`config.mk`:
```
export PLATFORM = sky130hd
export DESIGN_NAME = conv_layer_sched
export DESIGN_NICKNAME = d
export VERILOG_FILES = /design/src/rtl/conv_layer_sched.sv
export SDC_FILE = /design/constraint.sdc
export NUM_CORES = 1
export LEC_CHECK = 0
export ABC_AREA = 1
export BUFFER_PORTS_ARGS = -buffer_cell sky130_fd_sc_hd__buf_2
export CAP_MARGIN = 20
export CELL_PAD_IN_SITES_DETAIL_PLACEMENT = 1
export CELL_PAD_IN_SITES_GLOBAL_PLACEMENT = 2
export CORE_MARGIN = 4
export CORE_UTILIZATION = 33
export CTS_CLUSTER_DIAMETER = 40
export DETAILED_ROUTE_END_ITERATION = 8
export PLACE_DENSITY_LB_ADDON = 0.1
export REMOVE_ABC_BUFFERS = 1
export SETUP_SLACK_MARGIN = 0.05
export SKIP_LAST_GASP = 1
export SYNTH_ARGS = -nofsm -noshare
export SYNTH_HDL_FRONTEND = slang
export SYNTH_SLANG_ARGS = --single-unit
export TNS_END_PERCENT = 50
```
`constraint.sdc`:
```
create_clock -name clk -period 3.85 [get_ports clk]
set_input_delay 0.1925 -clock clk [delete_from_list [all_inputs] [get_ports clk]]
set_output_delay 0.1925 -clock clk [all_outputs]
set_load 0.02 [all_outputs]
```
`src/rtl/conv_layer_sched.sv`:
```
`default_nettype none
// +--------------------------------------------------------------------------+
// | conv_layer_sched: per-channel ConvValid/vbit pass scheduler for L1 conv   |
// | Optional watchdog: CONV_SCHED_WDOG_EN.  Revision: 1.0                     |
// +--------------------------------------------------------------------------+
module conv_layer_sched #(
  parameter int CH_W    = 6,
  parameter int GAP_CYC = 2,
  parameter int WDOG_W  = 12
) (
  input  logic            clk,
  input  logic            rstn,
  input  logic            start_i,
  input  logic [CH_W-1:0] num_ch_i,
  input  logic            abort_i,
  input  logic            vbit_i,
  output logic            conv_valid_o,
  output logic [CH_W-1:0] ch_idx_o,
  output logic            ch_done_o,
  output logic            busy_o,
  output logic            done_irq_o,
  input  logic            irq_clr_i,
  output logic            err_o
);

  localparam int GAP_W = (GAP_CYC > 1) ? $clog2(GAP_CYC) : 1;

  typedef enum logic [2:0] {
    S_IDLE   = 3'd0,
    S_LAUNCH = 3'd1,
    S_RUN    = 3'd2,
    S_DRAIN  = 3'd3,
    S_GAP    = 3'd4,
    S_FINISH = 3'd5
  } state_t;

  state_t            state_q, state_d;
  logic [CH_W-1:0]   num_ch_q, num_ch_d;
  logic [CH_W-1:0]   ch_idx_q, ch_idx_d;
  logic [GAP_W-1:0]  gap_q, gap_d;
  logic              conv_valid_q, conv_valid_d;
  logic              ch_done_q, ch_done_d;
  logic              busy_q, busy_d;
  logic              done_irq_q, done_irq_d;
  logic              abort_hit;
  logic              wdog_trip;
  logic              irq_set;

`ifdef CONV_SCHED_WDOG_EN
  logic [WDOG_W-1:0] wdog_q, wdog_d, wdog_inc;
  logic              err_q, err_d;
`endif

  always_comb begin
    state_d   = state_q;
    num_ch_d  = num_ch_q;
    ch_idx_d  = ch_idx_q;
    gap_d     = gap_q;
    wdog_trip = 1'b0;
    case (state_q)
      S_IDLE: begin
        if (start_i) begin
          num_ch_d = num_ch_i;
          if (num_ch_i != '0) begin
            ch_idx_d = '0;
            state_d  = S_LAUNCH;
          end else begin
            state_d  = S_FINISH;
          end
        end
      end
      S_LAUNCH: if (vbit_i)  state_d = S_RUN;
      S_RUN:    if (!vbit_i) state_d = S_DRAIN;
      S_DRAIN: begin
        if (ch_idx_q == num_ch_q - CH_W'(1)) begin
          state_d = S_FINISH;
        end else begin
          ch_idx_d = ch_idx_q + CH_W'(1);
          gap_d    = GAP_W'(GAP_CYC - 1);
          state_d  = S_GAP;
        end
      end
      S_GAP: begin
        if (gap_q == '0) state_d = S_LAUNCH;
        else             gap_d   = gap_q - GAP_W'(1);
      end
      S_FINISH: state_d = S_IDLE;
      default:  state_d = S_IDLE;
    endcase

`ifdef CONV_SCHED_WDOG_EN
    wdog_inc  = wdog_q + WDOG_W'(1);
    wdog_trip = ((state_q == S_LAUNCH) || (state_q == S_RUN)) &&
                (state_d == state_q) && (&wdog_inc);
    if (wdog_trip) state_d = S_IDLE;
`endif

    // Abort overrides every other transition and leaves the channel index alone.
    abort_hit = abort_i && (state_q != S_IDLE);
    if (abort_hit) begin
      state_d  = S_IDLE;
      ch_idx_d = ch_idx_q;
      gap_d    = gap_q;
    end

    // Setting while FINISH is current keeps an irq_clr in that cycle from winning.
    irq_set = !abort_hit &&
              ((state_d == S_FINISH) || (state_q == S_FINISH) || wdog_trip);
    if (irq_set)        done_irq_d = 1'b1;
    else if (irq_clr_i) done_irq_d = 1'b0;
    else                done_irq_d = done_irq_q;

    conv_valid_d = (state_d == S_LAUNCH) || (state_d == S_RUN);
    ch_done_d    = (state_d == S_DRAIN);
    busy_d       = (state_d != S_IDLE);

`ifdef CONV_SCHED_WDOG_EN
    wdog_d = (((state_d == S_LAUNCH) || (state_d == S_RUN)) && (state_d == state_q))
             ? wdog_inc : '0;
    if (wdog_trip && !abort_hit) err_d = 1'b1;
    else if (irq_clr_i)          err_d = 1'b0;
    else                         err_d = err_q;
`endif
  end

  always_ff @(posedge clk or negedge rstn) begin
    if (!rstn) begin
      state_q      <= S_IDLE;
      num_ch_q     <= '0;
      ch_idx_q     <= '0;
      gap_q        <= '0;
      conv_valid_q <= 1'b0;
      ch_done_q    <= 1'b0;
      busy_q       <= 1'b0;
      done_irq_q   <= 1'b0;
`ifdef CONV_SCHED_WDOG_EN
      wdog_q       <= '0;
      err_q        <= 1'b0;
`endif
    end else begin
      state_q      <= state_d;
      num_ch_q     <= num_ch_d;
      ch_idx_q     <= ch_idx_d;
      gap_q        <= gap_d;
      conv_valid_q <= conv_valid_d;
      ch_done_q    <= ch_done_d;
      busy_q       <= busy_d;
      done_irq_q   <= done_irq_d;
`ifdef CONV_SCHED_WDOG_EN
      wdog_q       <= wdog_d;
      err_q        <= err_d;
`endif
    end
  end

  assign conv_valid_o = conv_valid_q;
  assign ch_idx_o     = ch_idx_q;
  assign ch_done_o    = ch_done_q;
  assign busy_o       = busy_q;
  assign done_irq_o   = done_irq_q;

`ifdef CONV_SCHED_WDOG_EN
  assign err_o = err_q;
`else
  // WDOG_W only sizes the watchdog; referenced here so both builds share one parameter list.
  assign err_o = 1'b0 & (WDOG_W > 0);
`endif

endmodule
`default_nettype wire

```
==> summary.md <==
| Metric | Value |
|---|---|
| Leakage | 0.000812 uW |
| Post-DP HPWL | 2580 um |
| H-tree depth | 1 |
| YS warnings | 0 |
| PortBufs | 21 |
| Post-CTS Hold Buffers | 1 |
| Area grow syn2layout | 15.9% |
| DRC viols | 0 |
| Via count | 1161 |
| Post-CTS Resized | 0 |
| Post-synth EDFFs | 0 |
| Routed WL | 3100 um |
| Post-synth top area cell | dfrtp_1 |
| HP Class | input port to register |
| First-pass GRT wire length | 5330 um |
| Final Slew Violations | 0 |
| GR peak layer | met2 |
| CTS buffer count | 3 |
| FILL cells | 495 |
| Die area | 4970 um^2 |
| Die X-Extent | 70.5 um |
| Critical Path Source Type | register |
| Post-synth top area share | 38.8% |
| Row cnt | 22 |
| Outcome | finished, final reports clean |
| Initial Utilization | 34.7% |
| Clock Pin Slew Worst Setup and Hold Paths | 70 ps |
| Fin Setup TNS | 0 ps |
| Post-CTS setup buffer count | 0 |
| M2 GR Usage | 23.0% |
| Mean Syn Cell Area | 7.24 um^2 |
| Pre-antenna DRT Iters | 4 |
| F_max | 0.562 GHz |
| Synthesized instance count | 178 |
| WL/cell | 12.5 um |
| RSZ-0062 raised after global routing | no |
| M3 GR Usage | 2.73% |
| Synthesized area | 1290 um^2 |
| Fin crit period | 1780 ps |
| GRT Resource Usage Total | 13.3% |
| DP Area | 1440 um^2 |
| Fraction of layout cells with a size suffix above 1 | 21.9% |
| CTS max path bufs | 2 |
| Top cells by area, synth | dfrtp_1 39%, nand2_1 16%, inv_1 7.9% |
| Core footprint | 3720 um^2 |
| GR Layer Usage met1 | 16.6% |
| Maximum vdd drop | 0.000326 V |
| Number of global-route vias before repair | 1183 |
| Clk_skew | 3.98 ps |
| CTS Root Cell | clkbuf_8 |
| Asr flop ratio synth | 100% |
| FF+latch count, synth | 20 |
| Top FF cell, synth | dfrtp_1 |
| Post-route cell area | 1490 um^2 |
| Final-stage net count | 217 |
| Initial drt markers | 47 |
| Antenna-violating nets left | 0 |
| GRT overflow | 0 |
| Worst-Skew Late Latency | 250 ps |
| Endpoints failing setup | 0 |
| CP Class | register to register |
| Antenna violations before repair | 0 |
| Final Cycle Share | 46.2% |
| CTS sink cnt | 20 |
| Maximum number of pins on one net before global-route repair | 21 |
| Die Height | 70.5 um |
| Cell variety after synth | 27 |
| Max Cap Viol | 0 |
| Final Hold Viols | 0 |
| CP max FO | 5 |
| CP endpoint kind | register |
| Via density | 4.66 |
| Routability cong. | 0.747 |
| ANT cells | 0 |
| CTS tree | yes |
| Required time of the critical path | 3990 ps |
| Critical Path AT | 1920 ps |
| Pwr/cell area | 640 nW/um^2 |
| WHS | 167 ps |
| Sequential share of the synthesized area | 38.8% |
| Ports | 23 |
power breakdown:
part           leakage [uW]  internal, uW  switching, uW
combinational      0.000529           161            317
sequential         0.000262           277           67.3
clock             0.0000216          69.5           63.7
worst max-delay path, cell delays in order (launching register included):
cell	delay (ps)
dfrtp_1	420
inv_1	90
ha_1	330
inv_1	60
nand2_1	40
nand2_1	70
nand3_2	90
nor2_4	130
nand3_4	120
nand2_2	110
nand2_2	80
nand2_1	70
nand2_1	50
synthesized netlist by cell type, types with 2 or more instances:
master,count
nor2_4,2
ha_1,2
xor2_1,3
dfrtp_1,20
nand3_2,2
o21ai_2,4
nand3_1,10
nand2_2,5
nor2_1,17
xnor2_1,2
nand2_1,55
nand4_1,3
o21ai_0,12
inv_2,2
inv_1,27
stage by stage:
stage,setup slack (ps),std cells,utilization (%),power (uW)
6_report,2070,249,40.2,957
5_1_grt,1920,249,40.2,1050
4_1_cts,2020,249,40.2,976
3_5_place_dp,2030,245,38.8,837
3_3_place_gp,2100,245,38.8,818
2_1_floorplan,2260,176,-,708
path summary, 6_finish.rpt:
check	start	to	slack, ps	depth (start not counted)
min in group asynchronous	rstn	ch_idx_o[3]	420	2
min reg2reg	done_irq_o	done_irq_o	490	2
max reg2reg	num_ch_q[0]	conv_valid_o	2070	12
min	irq_clr_i	done_irq_o	170	4
max	num_ch_q[0]	conv_valid_o	2070	12
max in group asynchronous	rstn	num_ch_q[0]	3110	2
logic make-up (layout without fill, tap and decap cells):
kind of cell | count (synthesis) | in the layout | share of synthesized area [%]
buffers and inverters | 32 | 55 | 9.81
AOI/OAI and AO/OA | 20 | 20 | 10.6
other | 1 | 1 | 0.291
adders and majority gates | 2 | 2 | 1.94
and+or+nand+nor | 98 | 98 | 35.1
DFF | 20 | 20 | 38.8
xor gates and xnor gates | 5 | 5 | 3.40
cell usage in the layout, fill, tap and decap left out, drive strengths merged, types with 2 or more instances in the layout:
cell type	netlist	routed
nand2	61	61
inv	30	30
buf	1	21
dfrtp	20	20
nor2	19	19
o21ai	16	16
nand3	13	13
nand4	3	3
xor2	3	3
clkbuf	1	3
xnor2	2	2
ha	2	2
a21oi	2	2
routing by layer:
layer | wire length, um | share of wire [%] | vias to the layer above
met4 | 23 | 0.74 | 0
met3 | 129 | 4.2 | 2
met1 | 1380 | 45 | 542
li1 | - | - | 599
met5 | 0 | 0 | -
met2 | 1570 | 50 | 18
final cells by class:
type                            instances  area, um^2  share of cell area, %
Timing Repair Buffer                   22         115                   7.71
Inverter                               30         115                   7.71
Sequential cell                        20         500                   33.5
Tap cell                               48        60.1                   4.02
Multi-Input combinational cell        126         662                   44.3
Clock buffer                            3        41.3                   2.76
registers in the layout, indices dropped and copies added, names as in the netlist:
name / flops
busy_o: 1
state_q: 3
num_ch_q: 6
gap_q: 1
done_irq_o: 1
conv_valid_o: 1
ch_idx_o: 6
ch_done_o: 1
(Power assumes the default switching activity.)
